**src/rtl/multicycle_ctrl_hs_if.sv**
```systemverilog
// multicycle_ctrl_hs_if: datapath-facing bundle between the multicycle controller and its datapath
interface multicycle_ctrl_hs_if #(parameter int CNT_W = 32);
  logic [5:0] OpCode;
  logic [5:0] Funct;
  logic Zero;
  logic mem_ready;
  logic PCWrite;
  logic PCWriteCond;
  logic [1:0] IorD;
  logic MemRead;
  logic MemWrite;
  logic IRWrite;
  logic [2:0] MemtoReg;
  logic [1:0] RegDst;
  logic RegWrite;
  logic ExtOp;
  logic LuiOp;
  logic [1:0] ALUSrcA;
  logic [1:0] ALUSrcB;
  logic [3:0] ALUOp;
  logic [1:0] PCSource;
  logic fault;
  logic [CNT_W-1:0] retired;
  modport master (
    input OpCode, Funct, Zero, mem_ready,
    output PCWrite, PCWriteCond, IorD, MemRead, MemWrite, IRWrite, MemtoReg, RegDst,
    RegWrite, ExtOp, LuiOp, ALUSrcA, ALUSrcB, ALUOp, PCSource, fault, retired
  );
  modport slave (
    output OpCode, Funct, Zero, mem_ready,
    input PCWrite, PCWriteCond, IorD, MemRead, MemWrite, IRWrite, MemtoReg, RegDst,
    RegWrite, ExtOp, LuiOp, ALUSrcA, ALUSrcB, ALUOp, PCSource, fault, retired
  );
endinterface

```
**src/rtl/multicycle_ctrl_hs.sv**
```systemverilog
// multicycle_ctrl_hs: multicycle MIPS-style control FSM with memory-wait timeout and retired-instruction counter
module multicycle_ctrl_hs #(
  parameter int TIMEOUT = 16,
  parameter int CNT_W = 32
) (
  input logic clk,
  input logic reset,
  multicycle_ctrl_hs_if.master bus
);
  typedef enum logic [2:0] {S_IF, S_ID, S_EX, S_MEM, S_WB, S_FAULT} state_t;
  state_t st, nxt;
  logic [7:0] wait_cnt;
  logic [CNT_W-1:0] retired_q;
  logic ret, timeout, rtype, is_j, is_jal, is_beq, is_lw, is_sw, imm_op, valid_op;
  logic is_jr, is_jalr, shamt_fn;
  assign rtype = bus.OpCode == 6'h00;
  assign is_j = bus.OpCode == 6'h02;
  assign is_jal = bus.OpCode == 6'h03;
  assign is_beq = bus.OpCode == 6'h04;
  assign is_lw = bus.OpCode == 6'h23;
  assign is_sw = bus.OpCode == 6'h2b;
  assign imm_op = bus.OpCode inside {6'h08, 6'h09, 6'h0a, 6'h0b, 6'h0c, 6'h0f};
  assign valid_op = rtype | is_j | is_jal | is_beq | is_lw | is_sw | imm_op;
  assign is_jr = bus.Funct == 6'h08;
  assign is_jalr = bus.Funct == 6'h09;
  assign shamt_fn = bus.Funct inside {6'h00, 6'h02, 6'h03};
  // a wait cycle that would bring the counter up to TIMEOUT aborts the access
  assign timeout = !bus.mem_ready && wait_cnt == 8'(TIMEOUT - 1);
  assign bus.fault = st == S_FAULT;
  assign bus.retired = retired_q;
  always_comb begin
    bus.PCWrite = 1'b0;
    bus.PCWriteCond = 1'b0;
    bus.IorD = 2'b00;
    bus.MemRead = 1'b0;
    bus.MemWrite = 1'b0;
    bus.IRWrite = 1'b0;
    bus.MemtoReg = 3'b000;
    bus.RegDst = 2'b00;
    bus.RegWrite = 1'b0;
    bus.ExtOp = 1'b0;
    bus.LuiOp = 1'b0;
    bus.ALUSrcA = 2'b00;
    bus.ALUSrcB = 2'b00;
    bus.ALUOp = 4'd0;
    bus.PCSource = 2'b00;
    ret = 1'b0;
    nxt = st;
    case (st)
      S_IF: begin
        bus.MemRead = 1'b1;
        if (bus.mem_ready) begin
          bus.IRWrite = 1'b1;
          bus.PCWrite = 1'b1;
          bus.ALUSrcB = 2'b01;
          nxt = S_ID;
        end else if (timeout) nxt = S_FAULT;
      end
      S_ID: begin
        bus.ALUSrcB = 2'b11;
        bus.ExtOp = 1'b1;
        if (is_j || is_jal) begin
          bus.PCSource = 2'b10;
          bus.PCWrite = 1'b1;
          bus.RegDst = is_jal ? 2'b10 : 2'b00;
          bus.MemtoReg = is_jal ? 3'b010 : 3'b000;
          bus.RegWrite = is_jal;
          ret = 1'b1;
          nxt = S_IF;
        end else nxt = valid_op ? S_EX : S_FAULT;
      end
      S_EX: begin
        bus.ALUSrcA = 2'b01;
        if (rtype && (is_jr || is_jalr)) begin
          bus.ALUOp = 4'd6;
          bus.PCWrite = 1'b1;
          bus.RegDst = is_jalr ? 2'b01 : 2'b00;
          bus.MemtoReg = is_jalr ? 3'b010 : 3'b000;
          bus.RegWrite = is_jalr;
          ret = 1'b1;
          nxt = S_IF;
        end else if (rtype) begin
          bus.ALUSrcA = shamt_fn ? 2'b10 : 2'b01;
          bus.ALUOp = 4'd2;
          nxt = S_WB;
        end else if (is_beq) begin
          bus.ALUOp = 4'd1;
          bus.PCWriteCond = 1'b1;
          bus.PCSource = 2'b01;
          ret = 1'b1;
          nxt = S_IF;
        end else begin
          bus.ALUSrcB = 2'b10;
          bus.ExtOp = !(bus.OpCode inside {6'h0c, 6'h0f});
          bus.LuiOp = bus.OpCode == 6'h0f;
          bus.ALUOp = bus.OpCode == 6'h0c ? 4'd3 : bus.OpCode == 6'h0a ? 4'd4 : bus.OpCode == 6'h0b ? 4'd5 : 4'd0;
          nxt = (is_lw || is_sw) ? S_MEM : S_WB;
        end
      end
      S_MEM: begin
        bus.IorD = 2'b01;
        bus.MemRead = is_lw;
        bus.MemWrite = is_sw;
        if (bus.mem_ready) begin
          ret = is_sw;
          nxt = is_lw ? S_WB : S_IF;
        end else if (timeout) nxt = S_FAULT;
      end
      S_WB: begin
        bus.RegWrite = 1'b1;
        bus.RegDst = rtype ? 2'b01 : 2'b00;
        bus.MemtoReg = is_lw ? 3'b000 : 3'b001;
        ret = 1'b1;
        nxt = S_IF;
      end
      default: nxt = S_FAULT;
    endcase
  end
  always_ff @(posedge clk or negedge reset) begin
    if (!reset) begin
      st <= S_IF;
      wait_cnt <= 8'd0;
      retired_q <= '0;
    end else begin
      st <= nxt;
      wait_cnt <= ((st == S_IF || st == S_MEM) && !bus.mem_ready && nxt == st) ? wait_cnt + 8'd1 : 8'd0;
      retired_q <= retired_q + CNT_W'(ret);
    end
  end
endmodule

```
**src/flat_wrapper.sv**
```systemverilog
// flat-port wrapper written by rule: the top's interface ports become plain ports
module multicycle_ctrl_hs_flat 
#(
  parameter int TIMEOUT = 16,
  parameter int CNT_W = 32
)
  (clk, reset, bus_OpCode, bus_Funct, bus_Zero, bus_mem_ready, bus_PCWrite, bus_PCWriteCond, bus_IorD, bus_MemRead, bus_MemWrite, bus_IRWrite, bus_MemtoReg, bus_RegDst, bus_RegWrite, bus_ExtOp, bus_LuiOp, bus_ALUSrcA, bus_ALUSrcB, bus_ALUOp, bus_PCSource, bus_fault, bus_retired);
  multicycle_ctrl_hs_if #(.CNT_W(CNT_W)) bus_i ();
  input logic clk;
  input logic reset;
  input wire logic [$bits(bus_i.OpCode)-1:0] bus_OpCode;
  input wire logic [$bits(bus_i.Funct)-1:0] bus_Funct;
  input wire logic [$bits(bus_i.Zero)-1:0] bus_Zero;
  input wire logic [$bits(bus_i.mem_ready)-1:0] bus_mem_ready;
  output wire logic [$bits(bus_i.PCWrite)-1:0] bus_PCWrite;
  output wire logic [$bits(bus_i.PCWriteCond)-1:0] bus_PCWriteCond;
  output wire logic [$bits(bus_i.IorD)-1:0] bus_IorD;
  output wire logic [$bits(bus_i.MemRead)-1:0] bus_MemRead;
  output wire logic [$bits(bus_i.MemWrite)-1:0] bus_MemWrite;
  output wire logic [$bits(bus_i.IRWrite)-1:0] bus_IRWrite;
  output wire logic [$bits(bus_i.MemtoReg)-1:0] bus_MemtoReg;
  output wire logic [$bits(bus_i.RegDst)-1:0] bus_RegDst;
  output wire logic [$bits(bus_i.RegWrite)-1:0] bus_RegWrite;
  output wire logic [$bits(bus_i.ExtOp)-1:0] bus_ExtOp;
  output wire logic [$bits(bus_i.LuiOp)-1:0] bus_LuiOp;
  output wire logic [$bits(bus_i.ALUSrcA)-1:0] bus_ALUSrcA;
  output wire logic [$bits(bus_i.ALUSrcB)-1:0] bus_ALUSrcB;
  output wire logic [$bits(bus_i.ALUOp)-1:0] bus_ALUOp;
  output wire logic [$bits(bus_i.PCSource)-1:0] bus_PCSource;
  output wire logic [$bits(bus_i.fault)-1:0] bus_fault;
  output wire logic [$bits(bus_i.retired)-1:0] bus_retired;
  assign bus_i.OpCode = bus_OpCode;
  assign bus_i.Funct = bus_Funct;
  assign bus_i.Zero = bus_Zero;
  assign bus_i.mem_ready = bus_mem_ready;
  assign bus_PCWrite = bus_i.PCWrite;
  assign bus_PCWriteCond = bus_i.PCWriteCond;
  assign bus_IorD = bus_i.IorD;
  assign bus_MemRead = bus_i.MemRead;
  assign bus_MemWrite = bus_i.MemWrite;
  assign bus_IRWrite = bus_i.IRWrite;
  assign bus_MemtoReg = bus_i.MemtoReg;
  assign bus_RegDst = bus_i.RegDst;
  assign bus_RegWrite = bus_i.RegWrite;
  assign bus_ExtOp = bus_i.ExtOp;
  assign bus_LuiOp = bus_i.LuiOp;
  assign bus_ALUSrcA = bus_i.ALUSrcA;
  assign bus_ALUSrcB = bus_i.ALUSrcB;
  assign bus_ALUOp = bus_i.ALUOp;
  assign bus_PCSource = bus_i.PCSource;
  assign bus_fault = bus_i.fault;
  assign bus_retired = bus_i.retired;
  multicycle_ctrl_hs #(.TIMEOUT(TIMEOUT), .CNT_W(CNT_W)) u_core (.clk(clk), .reset(reset), .bus(bus_i));
endmodule
```
**config.mk**
```make
export PLATFORM = sky130hd
export DESIGN_NAME = multicycle_ctrl_hs_flat
export DESIGN_NICKNAME = d
export VERILOG_FILES = /design/src/rtl/multicycle_ctrl_hs_if.sv /design/src/rtl/multicycle_ctrl_hs.sv /design/src/flat_wrapper.sv
export SDC_FILE = /design/constraint.sdc
export NUM_CORES = 1
export LEC_CHECK = 0
export CAP_MARGIN = 15
export CELL_PAD_IN_SITES_DETAIL_PLACEMENT = 2
export CELL_PAD_IN_SITES_GLOBAL_PLACEMENT = 2
export CORE_UTILIZATION = 31
export CTS_CLUSTER_SIZE = 28
export DETAILED_ROUTE_END_ITERATION = 8
export PLACE_DENSITY = 0.9
export SLEW_MARGIN = 20
export SYNTH_ARGS = -nofsm -noshare
export SYNTH_HDL_FRONTEND = slang
export SYNTH_SLANG_ARGS = --single-unit
```
**constraint.sdc**
```tcl
create_clock -name clk -period 4.4 [get_ports clk]
set_input_delay 0.88 -clock clk [delete_from_list [all_inputs] [get_ports clk]]
set_output_delay 0.88 -clock clk [all_outputs]
set_load 0.1 [all_outputs]
```
## Word-level counts from Yosys, hierarchy flattened

Cells that the tools add are included.

| storage, ports and cells | value |
|---|---|
| word-level logic and storage cells | 120 |
| register bits after elaboration | 43 |
| input bits | 16 |

| cells by class | value |
|---|---|
| add/subtract/negate cells | 2 |
| reduce and logical (&&, ||, !) cells | 16 |
| muxes and demuxes | 71 |
| bitwise logic cells | 6 |
| equal/unequal tests | 22 |

Operators by type and width:

| operator | number |
|---|---|
| 6-bit by 4-bit == test with 1-bit output, second input constant | 8 |
| 3-bit two-way mux | 13 |
| 32-bit by 1-bit adder with 32-bit output | 1 |
| 2-bit two-way mux | 15 |
| 1-bit two-way mux | 26 |
| 6-bit by 2-bit == test with 1-bit output, second input constant | 4 |
| 4-bit two-way mux | 6 |
| 3-bit one-hot mux with 5 select lines | 1 |
| 6-bit == test, second input constant | 2 |
| 6-bit logical NOT | 2 |
| 2-bit one-hot mux with 3 select lines | 2 |
| 3-bit one-hot mux with 3 select lines | 1 |
| 8-bit by 1-bit adder with 8-bit output, second input constant | 1 |
| 8-bit by 4-bit == test with 1-bit output, second input constant | 1 |
| 8-bit two-way mux | 1 |
| 3-bit by 2-bit == test with 1-bit output, second input constant | 2 |
| 3-bit == test, second input constant | 2 |
| 6-bit by 3-bit == test with 1-bit output, second input constant | 1 |
| 1-bit OR | 6 |
| 1-bit one-hot mux with 3 select lines | 2 |
| 6-bit nonzero test | 1 |
| 1-bit logical AND | 4 |
| 1-bit logical OR | 4 |
| 1-bit one-hot mux with 2 select lines | 2 |
| 8 further kinds | 9 |

## Logic depth before layout (Yosys ltp)

| logic depth | value |
|---|---|
| depth after elaboration | 13 |
| mapped depth | 11 |
| depth with buffers taken out | 10 |

## Worst setup path before layout

No wires, ideal clock.

| timing path | value |
|---|---|
| path kind | in2reg |
| start point | input port bus_OpCode[2] |
| end point | register u_core.retired_q[18], in the netlist u_core.bus.retired[18] |
| data arrival time | 5.829 ns |
| path buffers | 1 |
| stages | 11 |
| library setup time | 0.158 ns |
| setup slack | -1.587 ns |
| cells stage by stage | clkbuf_1 -> nand2b_1 -> nor4_1 -> a221oi_1 -> o21ai_0 -> ha_1 -> ha_1 -> nand2_1 -> nor3_1 -> nand4_1 -> xnor2_1 |

| between the ends | value |
|---|---|
| longest elaborated chain between the ends | 6 |
| elaborated cells between the ends (all ways) | 14 |

RTL lines:

| element | line | source |
|---|---|---|
| from (decl) | flat_wrapper.sv:11 | `input wire logic [$bits(bus_i.OpCode)-1:0] bus_OpCode;` |
| 6-bit by 3-bit == test with 1-bit output | multicycle_ctrl_hs.sv:19 | `assign is_beq = bus.OpCode == 6'h04;` |
| 1-bit two-way mux | multicycle_ctrl_hs.sv:86 | `end else if (is_beq) begin` |
| 1-bit two-way mux | multicycle_ctrl_hs.sv:82 | `end else if (rtype) begin` |
| 1-bit two-way mux | multicycle_ctrl_hs.sv:74 | `if (rtype && (is_jr \|\| is_jalr)) begin` |
| 1-bit one-hot mux with 4 select lines (*) | multicycle_ctrl_hs.sv:49 | `case (st)` |
| 32-bit by 1-bit adder with 32-bit output (*) | multicycle_ctrl_hs.sv:127 | `retired_q <= retired_q + CNT_W'(ret);` |
| to (signal assigned) | multicycle_ctrl_hs.sv:127 |  |
| to (decl) | multicycle_ctrl_hs.sv:13 | `logic [CNT_W-1:0] retired_q;` |

Mark *: on every way between the ends. The rest lies on a longest branch, timed or not.

## Worst setup path in the final report

| timing path | value |
|---|---|
| start point | input port bus_OpCode[3] |
| end point | output port bus_RegDst[0] |

| between the ends | value |
|---|---|
| longest elaborated chain between the ends | 4 |
| elaborated cells between the ends (all ways) | 9 |

RTL lines:

| element | line | source |
|---|---|---|
| 6-bit by 2-bit == test with 1-bit output (tied with other cells) | multicycle_ctrl_hs.sv:17 | `assign is_j = bus.OpCode == 6'h02;` |
| 1-bit logical OR / 1-bit logical AND (equally long branches) | multicycle_ctrl_hs.sv:62, multicycle_ctrl_hs.sv:74 |  |
| 2-bit two-way mux, on equally long branches | multicycle_ctrl_hs.sv:62, multicycle_ctrl_hs.sv:74 |  |
| 2-bit one-hot mux with 3 select lines (*) | multicycle_ctrl_hs.sv:49 |  |
| to (decl) | flat_wrapper.sv:22 | `output wire logic [$bits(bus_i.RegDst)-1:0] bus_RegDst;` |

Marked as above.

==> results.md <==
- Run status: finished, final reports clean
- Post-synth EDFFs: 0
- Static leakage: 1.489 nW
- Final hold violation count: 0
- Dpl hpwl: 5.863 mm
- Routed WL per cell: 17.71 um
- CP peak stage delay: 0.61 ns
- Main combinational cell family by area after synthesis: simple AND/OR/NAND/NOR gates
- Max Clk Rate: 0.2665 GHz
- Number of max-cap violations: 0
- Remaining Overflow, GRT: 0
- Total number of clock tree sinks: 43
- Quantity of I/O buffers inserted on ports: 69
- Simple-gate share of the synthesized area: 32.28%
- Crit end category: primary output
- Vert. Die Dim: 92.43 um
- Number of flip-flops and latches in the synthesized netlist: 43
- Layout cell share with drive strength beyond 1: 18.26%
- Cells after Synth: 261
- Wire length on met1: 3.101 mm
- Syn Std Cell Area: 2535 um^2
- Critical path arrival: 2.87 ns
- Effective utilization at floorplan: 32.47%
- Placer congestion estimate: 0.7755
- Crit-path leading delay family: simple AND/OR/NAND/NOR gates
- Share of synthesized area spent on multiplexers: 0%
- Later-pin clock latency in the skew report: 0.31 ns
- Post-CTS Resized: 0
- CTS root buffer: sky130_fd_sc_hd__clkbuf_8
- Setup tns final: 0 ns
- Antenna diode count: 0
- Number of antenna violations at the first check in global routing: 0
- R2r worst-path depth: 9
- Antenna-violating nets left: 0
- DR WL met2: 4.170 mm
- Detailed Routing Iterations Pass 1: 4
- Filler cell count in the final layout: 842
- FFs w/ async S/R, synth: 100.0%
- Detailed-routed wire length on met3: 369 um
- Biggest fanout along the worst timing path: 7
- Hold-fix buffers, CTS: 0
- Cell with the biggest individual delay on the critical path: sky130_fd_sc_hd__or4_4
- Class of the tightest hold or removal check: flop to flop
- Total count of max-transition violations in the final report: 0
- Die boundary width: 92.43 um
- Number of nets at the end of the flow: 352
- DRC violation count after routing: 0
- Crit Path Class: primary input to primary output
- Setup repair after global routing missed its margin: false
- Clock tree from TritonCTS: done
- Worst EP required: 3.52 ns
- Number of vias after detailed routing: 2285
- GRT Overall Usage: 19.05%
- Number of I/O pins: 74
- Startpoint class of the critical path: primary input
- Number of setup buffers added after CTS: 0
- Min-Delay Path Depth: 1
- Uppermost metal layer occupied by signal nets: met4
- Crit share post-route: 85.27%
- Total number of cells along the worst setup path: 6
- Max transition margin: 32.76%
- Number of buffers between clock root and the deepest sink: 2
- Adder-cell area share of the yosys netlist: 1.481%
- Post-Route WL: 7.723 mm
- Sum of internal, switching and leakage power: 1.647 mW
- Detail-routed via count per cell: 5.241
- Via count of the first global-routing pass: 2534
- Pin count of the biggest net entering global routing: 44
- Chain of cells forming the critical path: clkdlybuf4s50_1 > or4_4 > nor2_1 > nand4_1 > o31ai_1 > buf_12
- Number of buffers created by CTS: 5
- Mean post-synth cell area: 9.712 um^2
- Maximum resistive drop on vdd: 0.3111 mV
- Std-Cell Core Area: 7807 um^2
- Die Outline Area: 8542 um^2
- Post-Synth XOR/XNOR Area: 12.44%
- Shortest clock period the worst path allows after layout: 3.752 ns
- Top flip-flop cell by instance count after synthesis: sky130_fd_sc_hd__dfrtp_1
- Proportion of synthesized chip area in sequential cells: 42.45%
- Synthesis Warnings: 0
- Buffers and inverters on the worst path: 2
- Final worst clock skew: 0.01319 ns
- Slew at the pin closest to its max-slew limit: 1.005 ns
- Area growth from synthesis to layout: 37.12%
- Number of distinct library cells after synthesis: 51
- Setup violators final: 0
- Row Count: 32
- H-tree levels: 2
- First-pass GRT wire length: 12.90 mm
- Power per cell area: 474.0 nW/um^2
- Area fraction in compound gates after synthesis: 7.009%
- Clock-pin slew on the worst setup and hold paths: 0.08 ns
- 1st-iter DRT viols: 36
-- logic make-up after synthesis --
kind of cell,count (synthesis)
simple gates,133
flops,43
xor+xnor,36
compound gates,26
buf+inv,19
fa+ha+maj,3
other cells,1
-- power by group --
part	internal, mW	switching, mW
clock	0.128	0.147
combinational	0.206	0.664
sequential	0.433	0.0685
total	0.768	0.880
-- registers in the layout (all words and copies together) (netlist names) --
name	flops
u_core.bus.retired	32
u_core.st	3
u_core.wait_cnt	8
-- synthesized netlist by cell type (all sizes together) (2+ instances only) --
library cell,n,area (um^2)
nor4,16,162.7
nor2b,3,21.27
and4,4,35.03
xnor2,16,140.1
xor2,20,175.2
nand4,10,68.81
a21oi,7,35.03
clkbuf,3,11.26
o21ai,5,25.02
dfrtp,43,1076
inv,8,30.03
and2,4,25.02
and3,6,37.54
nand2b,4,25.02
nand2,18,67.56
ha,3,37.54
nor2,23,86.33
nand3,20,105.1
or4,3,26.27
buf,8,65.06
or2,5,33.79
o31ai,2,15.01
nor3,12,70.07
-- worst reg2reg max path, cell delays in order (launching register included) --
cell	delay, ns
sky130_fd_sc_hd__dfrtp_1	0.56
sky130_fd_sc_hd__or3b_1	0.53
sky130_fd_sc_hd__nor3_2	0.23
sky130_fd_sc_hd__a221oi_1	0.08
sky130_fd_sc_hd__o21ai_0	0.14
sky130_fd_sc_hd__ha_1	0.29
sky130_fd_sc_hd__ha_1	0.35
sky130_fd_sc_hd__nand3_2	0.27
sky130_fd_sc_hd__nor4_1	0.40
sky130_fd_sc_hd__xor2_1	0.18
-- final timing paths --
kind                                   startpoint                     end  slack [ns]
min reg2reg                u_core.bus.retired[31]  u_core.bus.retired[31]        0.46
min in group asynchronous                   reset  u_core.bus.retired[23]        0.72
max                                 bus_OpCode[3]           bus_RegDst[0]        0.65
max in group asynchronous                   reset      u_core.wait_cnt[7]        3.07
min                        u_core.bus.retired[31]  u_core.bus.retired[31]        0.46
max reg2reg                          u_core.st[2]  u_core.bus.retired[22]        1.31
-- per-layer routing --
metal	track usage [%]	vias up
met5	0	-
met4	4.818	0
met3	4.516	8
met2	35.19	57
met1	21.86	1148
li1	-	1072
-- through the flow --
stage | instances | hold WS (ns) | setup slack [ns] | area (um^2) | util [%]
4_1_cts | 436 | 0.4722 | 0.6462 | 3476 | 44.52
6_report | 436 | 0.4644 | 0.6482 | 3476 | 44.52
2_1_floorplan | 263 | 0.4341 | -0.1630 | 2567 | -
5_1_grt | 436 | 0.4869 | 0.4398 | 3476 | 44.52
3_3_place_gp | 428 | 0.4505 | 0.5066 | 3377 | 43.25
3_5_place_dp | 428 | 0.4598 | 0.3814 | 3377 | 43.25
-- area by class of cell --
class                      instances  area [um^2]  share of cell area [%]
inverter                           8        30.03                  0.8639
clock buffer                       6        82.58                   2.376
tap                              102        127.6                   3.672
timing repair buffer              74        758.2                   21.81
clock inverter                     2        16.27                  0.4680
sequential                        43         1076                   30.96
multi-input combinational        201         1385                   39.85
-- cell usage in the layout (no fill, tap or decap), drive strengths merged, types with 5 or more instances in the layout --
master / instances
dfrtp: 43
buf: 27
a21oi: 7
o21ai: 5
xnor2: 16
nand4: 10
clkbuf: 6
or2: 5
nor4: 16
inv: 8
xor2: 20
nand2: 18
nor2: 23
nor3: 12
and3: 6
clkdlybuf4s50: 47
nand3: 20
Note: power is estimated with default switching activity, not from simulation.
